[config.mk]
export PLATFORM = sky130hd
export DESIGN_NAME = imm_encoder
export DESIGN_NICKNAME = d
export VERILOG_FILES = /design/src/rtl/imm_encoder_pkg.sv /design/src/rtl/imm_pack.sv /design/src/rtl/imm_encoder.sv
export SDC_FILE = /design/constraint.sdc
export NUM_CORES = 1
export LEC_CHECK = 0
export CORE_MARGIN = 8
export CORE_UTILIZATION = 28
export CTS_BUF_LIST = sky130_fd_sc_hd__clkbuf_8
export DETAILED_ROUTE_END_ITERATION = 16
export PLACE_DENSITY = 0.57
export RECOVER_POWER = 25
export SLEW_MARGIN = 20
export SYNTH_ARGS = -nofsm -noshare
export SYNTH_HDL_FRONTEND = slang
export SYNTH_HIERARCHICAL = 1
export SYNTH_SLANG_ARGS = --single-unit
[constraint.sdc]
create_clock -name clk -period 6.7 [get_ports clk]
set_input_delay 2.01 -clock clk [delete_from_list [all_inputs] [get_ports clk]]
set_output_delay 2.01 -clock clk [all_outputs]
set_load 0.02 [all_outputs]
[src/rtl/imm_encoder_pkg.sv]
// imm_encoder_pkg
//   Shared types and constants for the RV32I immediate encoder:
//   format codes (EXT_*), the canonical NOP word, the shift funct3 codes
//   and the packed field bundle carried through pipeline stage A.
package imm_encoder_pkg;

  // Format codes, matching the decode-side sign-extender. Codes 6 and 7
  // are unassigned and are flagged as errors by the packer.
  typedef enum logic [2:0] {
    EXT_NONE = 3'd0,  // R-type, no immediate
    EXT_I    = 3'd1,
    EXT_S    = 3'd2,
    EXT_B    = 3'd3,
    EXT_U    = 3'd4,
    EXT_J    = 3'd5
  } ext_e;

  localparam logic [31:0] INST_NOP = 32'h0000_0013;  // addi x0,x0,0

  // I-type funct3 values that select the shift-immediate layout.
  localparam logic [2:0] F3_SLLI = 3'b001;
  localparam logic [2:0] F3_SRXI = 3'b101;  // srli / srai

  typedef struct packed {
    logic [2:0]  fmt;
    logic [6:0]  opcode;
    logic [2:0]  funct3;
    logic [6:0]  funct7;
    logic [4:0]  rd;
    logic [4:0]  rs1;
    logic [4:0]  rs2;
    logic [31:0] imm;
  } fields_t;

endpackage

[src/rtl/imm_pack.sv]
// imm_pack
//   Purely combinational instruction packer and immediate range check.
//   Ports:
//     f     in   fields_t  format, opcode, funct3/7, registers, raw immediate
//     inst  out  32        packed instruction word (NOP when err)
//     err   out  1         immediate out of range or unknown format
import imm_encoder_pkg::*;

module imm_pack (
  input  fields_t     f,
  output logic [31:0] inst,
  output logic        err
);

  logic [31:0] word;
  logic        is_shift;

  assign is_shift = (f.funct3 == F3_SLLI) || (f.funct3 == F3_SRXI);

  // Range checks are done as "upper bits are a sign extension of the field
  // MSB", which is the exact condition for the value to fit the field.
  always_comb begin
    // NOTE: every output of a combinational block gets a default first so no
    // path through the case can leave it unassigned and infer a latch.
    word = INST_NOP;
    err  = 1'b0;
    case (f.fmt)
      EXT_NONE: begin
        word = {f.funct7, f.rs2, f.rs1, f.funct3, f.rd, f.opcode};
      end
      EXT_I: begin
        if (is_shift) begin
          word = {f.funct7, f.imm[4:0], f.rs1, f.funct3, f.rd, f.opcode};
          err  = |f.imm[31:5];
        end else begin
          word = {f.imm[11:0], f.rs1, f.funct3, f.rd, f.opcode};
          err  = f.imm[31:11] != {21{f.imm[11]}};
        end
      end
      EXT_S: begin
        word = {f.imm[11:5], f.rs2, f.rs1, f.funct3, f.imm[4:0], f.opcode};
        err  = f.imm[31:11] != {21{f.imm[11]}};
      end
      EXT_B: begin
        word = {f.imm[12], f.imm[10:5], f.rs2, f.rs1, f.funct3,
                f.imm[4:1], f.imm[11], f.opcode};
        err  = f.imm[0] || (f.imm[31:12] != {20{f.imm[12]}});
      end
      EXT_U: begin
        word = {f.imm[31:12], f.rd, f.opcode};
        err  = |f.imm[11:0];
      end
      EXT_J: begin
        word = {f.imm[20], f.imm[10:1], f.imm[11], f.imm[19:12],
                f.rd, f.opcode};
        err  = f.imm[0] || (f.imm[31:20] != {12{f.imm[20]}});
      end
      default: begin
        err = 1'b1;
      end
    endcase
  end

  assign inst = err ? INST_NOP : word;

endmodule

[src/rtl/imm_encoder.sv]
// imm_encoder
//   Two-stage pipeline that packs (format, fields, immediate) into RV32I
//   instruction words and streams them with a word address to the IROM
//   preload port. Stage A holds the raw fields; the packer runs on them and
//   stage B registers the packed word onto the outputs.
//   Ports:
//     clk, rst_n            clock, asynchronous active-low reset
//     clr                   sync pulse: zero out_addr and err_sticky
//     in_valid/in_ready     input handshake
//     fmt, opcode, funct3, funct7, rd, rs1, rs2, imm   request fields
//     out_valid/out_ready   output handshake
//     out_inst, out_err     packed word and its error flag
//     out_addr              word address of the current output
//     err_sticky            set once any error word has been emitted
import imm_encoder_pkg::*;

module imm_encoder #(
  parameter int ADDR_W = 12
) (
  input  logic              clk,
  input  logic              rst_n,
  input  logic              clr,
  input  logic              in_valid,
  output logic              in_ready,
  input  logic [2:0]        fmt,
  input  logic [6:0]        opcode,
  input  logic [2:0]        funct3,
  input  logic [6:0]        funct7,
  input  logic [4:0]        rd,
  input  logic [4:0]        rs1,
  input  logic [4:0]        rs2,
  input  logic [31:0]       imm,
  output logic              out_valid,
  input  logic              out_ready,
  output logic [31:0]       out_inst,
  output logic              out_err,
  output logic [ADDR_W-1:0] out_addr,
  output logic              err_sticky
);

  logic        a_valid;
  fields_t     a_fields;
  logic        en_a;
  logic        en_b;
  logic        out_fire;
  logic [31:0] pack_inst;
  logic        pack_err;

  // Each stage advances when the stage after it is empty or draining.
  assign en_b     = ~out_valid | out_ready;
  assign en_a     = ~a_valid | en_b;
  assign in_ready = en_a;
  assign out_fire = out_valid & out_ready;

  // Stage A: capture request fields.
  always_ff @(posedge clk or negedge rst_n) begin
    if (!rst_n) begin
      a_valid  <= 1'b0;
      a_fields <= '0;
    end else if (en_a) begin
      // NOTE: sequential state uses non-blocking assignments so every
      // register samples pre-edge values regardless of statement order.
      a_valid <= in_valid;
      if (in_valid) begin
        a_fields <= '{fmt: fmt, opcode: opcode, funct3: funct3,
                      funct7: funct7, rd: rd, rs1: rs1, rs2: rs2, imm: imm};
      end
    end
  end

  imm_pack u_pack (
    .f    (a_fields),
    .inst (pack_inst),
    .err  (pack_err)
  );

  // Stage B: output register. Data only loads with a valid word, so the
  // outputs hold while stalled and after the last word drains.
  always_ff @(posedge clk or negedge rst_n) begin
    if (!rst_n) begin
      out_valid <= 1'b0;
      out_inst  <= '0;
      out_err   <= 1'b0;
    end else if (en_b) begin
      out_valid <= a_valid;
      if (a_valid) begin
        out_inst <= pack_inst;
        out_err  <= pack_err;
      end
    end
  end

  // Address counter and sticky error; clr takes priority over a handshake
  // in the same cycle. The counter wraps naturally at 2^ADDR_W.
  always_ff @(posedge clk or negedge rst_n) begin
    if (!rst_n) begin
      out_addr   <= '0;
      err_sticky <= 1'b0;
    end else if (clr) begin
      out_addr   <= '0;
      err_sticky <= 1'b0;
    end else if (out_fire) begin
      out_addr <= out_addr + 1'b1;
      if (out_err) err_sticky <= 1'b1;
    end
  end

endmodule

==> impl_metrics.ini <==
[worst_setup_path]
crit_path_end_kind = output pin
rr_startpoint = a_fields[29]$_DFFE_PN0P_
critPathTopFamily = buffers and inverters
crit_type = primary input to output pin
crit_arrival_ns = 3.58
crit_buf_inv = 2
crit_path_frequent_cell = clkdlybuf4s50_1
rrSetupSlack_ns = 3.69
crit_slowest_cell = clkdlybuf4s50_1
r2r_cells = 6
path_cells = clkdlybuf4s50_1 -> nand3b_4 -> clkdlybuf4s50_1
timing.rr.end = out_inst[0]$_DFFE_PN0P_
crit_fanout = 9
crit_path_start_kind = primary input
critPathMaxStageDelay_ns = 0.69
critPathRequiredTime_ns = 4.69

[detailed_routing]
wire_per_inst_um = 17.9
drc = 0
drtPass1Iterations = 4
drt-vias-per-instance = 4.68
drt_iter0_markers = 188
ant_nets = 0
num_vias = 3996
finalWirelength_um = 15200

[floorplanning]
core.rowCount = 52
ios = 120
initial_core_util = 0.285
dieArea_um2 = 25400
die_y_um = 159
die_w_um = 159
coreArea_um2 = 20200

[hold_path]
hold_class = flop to flop
min_from = out_inst[1]$_DFFE_PN0P_
hold_depth = 1
hold_end = out_inst[1]$_DFFE_PN0P_

[clocking]
postCtsSetupRepairBufs = 0
cts_root_buf = clkbuf_8
cts_made_buffers = 17
cts_tree = built
post_cts_resized = 0
postCtsHoldBufs = 0
clk_latency_ns = 0.44
clockBufferDepth = 2
clock-sinks = 115
htreeDepth = 4
clkSlewWorstSetupHoldPaths_ns = 0.06

[finish]
drive_gt1_frac = 0.285
area_growth_pct = 30.9
final_cell_count_no_fill = 853
nNetsFinal = 644
utilization = 0.373
diodes = 0

[synth]
yosysWarnings = 6
syn_area_um2 = 5750
syn_nets = 529
synth_cells = 455
synth.avg_cell_area_um2 = 12.6
ys_async_sr_fraction = 1.00
synth.distinct_cells = 49
synth-seq-cells = 115
synth_edf_count = 0
synth-seq-area-share = 0.500
synth_ff_type = dfrtp_1

[global_routing]
grt_max_degree = 79
globalRouteTotalUtil = 0.124
grt_pass1_wl_um = 25000
antenna_found_initial = 0
grt_pass1_vias = 4292
grt-ovfl-total = 0

[power_and_ir_drop]
vdd_drop_max_v = 0.000106
leakage_nw = 3.15
p_per_area_nw_per_um2 = 278

[sta]
fin_skew_ns = 0.0140
period_needed_ns = 5.59
worst_pin_slew_ns = 1.02
rsz0062_at_grt = false
fin_ws_ns = 1.11
finalCritPeriodShare = 0.834
relSlewSlack = 0.313
finalMaxSlewViolations = 0
finalHoldViolCount = 0
finalSetupViolations = 0
timing.setup.tns_ns = 0
fmax_mhz = 179

[placement]
post-place-cells = 821
pre_cts_slack_ns = 1.13
place_congestion = 0.807
place_hpwl_um = 11100
port_buffers = 119

[flow_run]
max_cap_viol_count = 0

[run_status]
status = complete, no violations
==> Yosys cell counts, drive strengths merged, types with 2 or more instances <==
cell / count / area [µm²]
a21oi: 16 / 80.1
a222oi: 6 / 60.1
a22oi: 4 / 30.0
a311o: 2 / 20.0
buf: 20 / 154
clkbuf: 6 / 22.5
dfrtp: 115 / 2880
ha: 2 / 25.0
inv: 9 / 33.8
mux2: 103 / 1270
mux2i: 7 / 70.1
nand2: 27 / 104
nand2b: 6 / 37.5
nand3: 10 / 50.1
nand4: 9 / 83.8
nor2: 24 / 90.1
nor2b: 15 / 93.8
nor3: 5 / 25.0
nor3b: 18 / 225
nor4: 6 / 37.5
o21ai: 13 / 65.1
o31ai: 4 / 30.0
or3: 3 / 18.8
or3b: 3 / 26.3
or4: 5 / 41.3
xor2: 2 / 17.5
==> cells in the final DEF (no fill, tap or decap), drive strengths merged, types with 6 or more instances in the layout <==
cell type	netlist	final
nor2	24	24
a21oi	16	16
nand2	27	27
dfrtp	115	115
nand2b	6	6
mux2	103	103
a222oi	6	6
nor2b	15	15
nor4	6	6
nand3	10	10
nand4	9	9
inv	9	17
nor3b	18	18
clkbuf	6	17
mux2i	7	7
o21ai	13	13
clkdlybuf4s50	0	118
==> area by class of cell <==
class                           count  area (µm²)
Inverter                            9        33.8
Fill cell                        1981       12600
Tap cell                          270         338
Sequential cell                   115        2880
Clock inverter                     15         143
Clock buffer                       17         234
Multi-Input combinational cell    305        2690
Timing Repair Buffer              122        1210
==> where the power goes <==
| part | total [W] | switching [W] | leakage [nW] | internal [W] |
|---|---|---|---|---|
| Clock | 0.000626 | 0.000325 | 0.189 | 0.000301 |
| Combinational | 0.000559 | 0.000258 | 1.54 | 0.000301 |
| Sequential | 0.000907 | 0.000105 | 1.41 | 0.000802 |
==> registers in the layout (all words and copies together), names as in the netlist <==
register / flops
a_fields: 67
err_sticky: 1
out_inst: 32
out_err: 1
a_valid: 1
out_valid: 1
out_addr: 12
==> worst max-delay path by stage <==
stage / cells past startpoint / startpoint / to
after floorplan: 2 / out_ready / in_ready
after global placement: 3 / out_ready / in_ready
after detailed placement: 3 / out_ready / in_ready
after CTS: 3 / out_ready / in_ready
after global routing: 3 / out_ready / in_ready
final: 3 / out_ready / in_ready
==> cell families after synthesis <==
logic type	count (synthesis)	share of synthesized area
mux	110	0.233
flops	115	0.500
simple gates	134	0.151
buf+inv	35	0.0365
compound gates	56	0.0698
xor+xnor	3	0.00457
fa+ha+maj	2	0.00435
==> metrics by stage <==
stage                     power [W]  area, µm²  hold WS, ns
final                       0.00209       7530        0.507
after global routing        0.00222       7530        0.517
after CTS                   0.00213       7520        0.508
after detailed placement    0.00149       7140        0.484
after global placement      0.00148       7140        0.483
after floorplan             0.00124       5750        0.471
==> layer usage <==
metal / GRT usage / share of wire / vias up
li1: - / - / 1901
met1: 0.156 / 0.47 / 1991
met2: 0.196 / 0.48 / 95
met3: 0.0393 / 0.046 / 9
met4: 0.0472 / 0.013 / 0
met5: 0 / 0 / -
No activity file was read; power rests on OpenSTA's default activity.
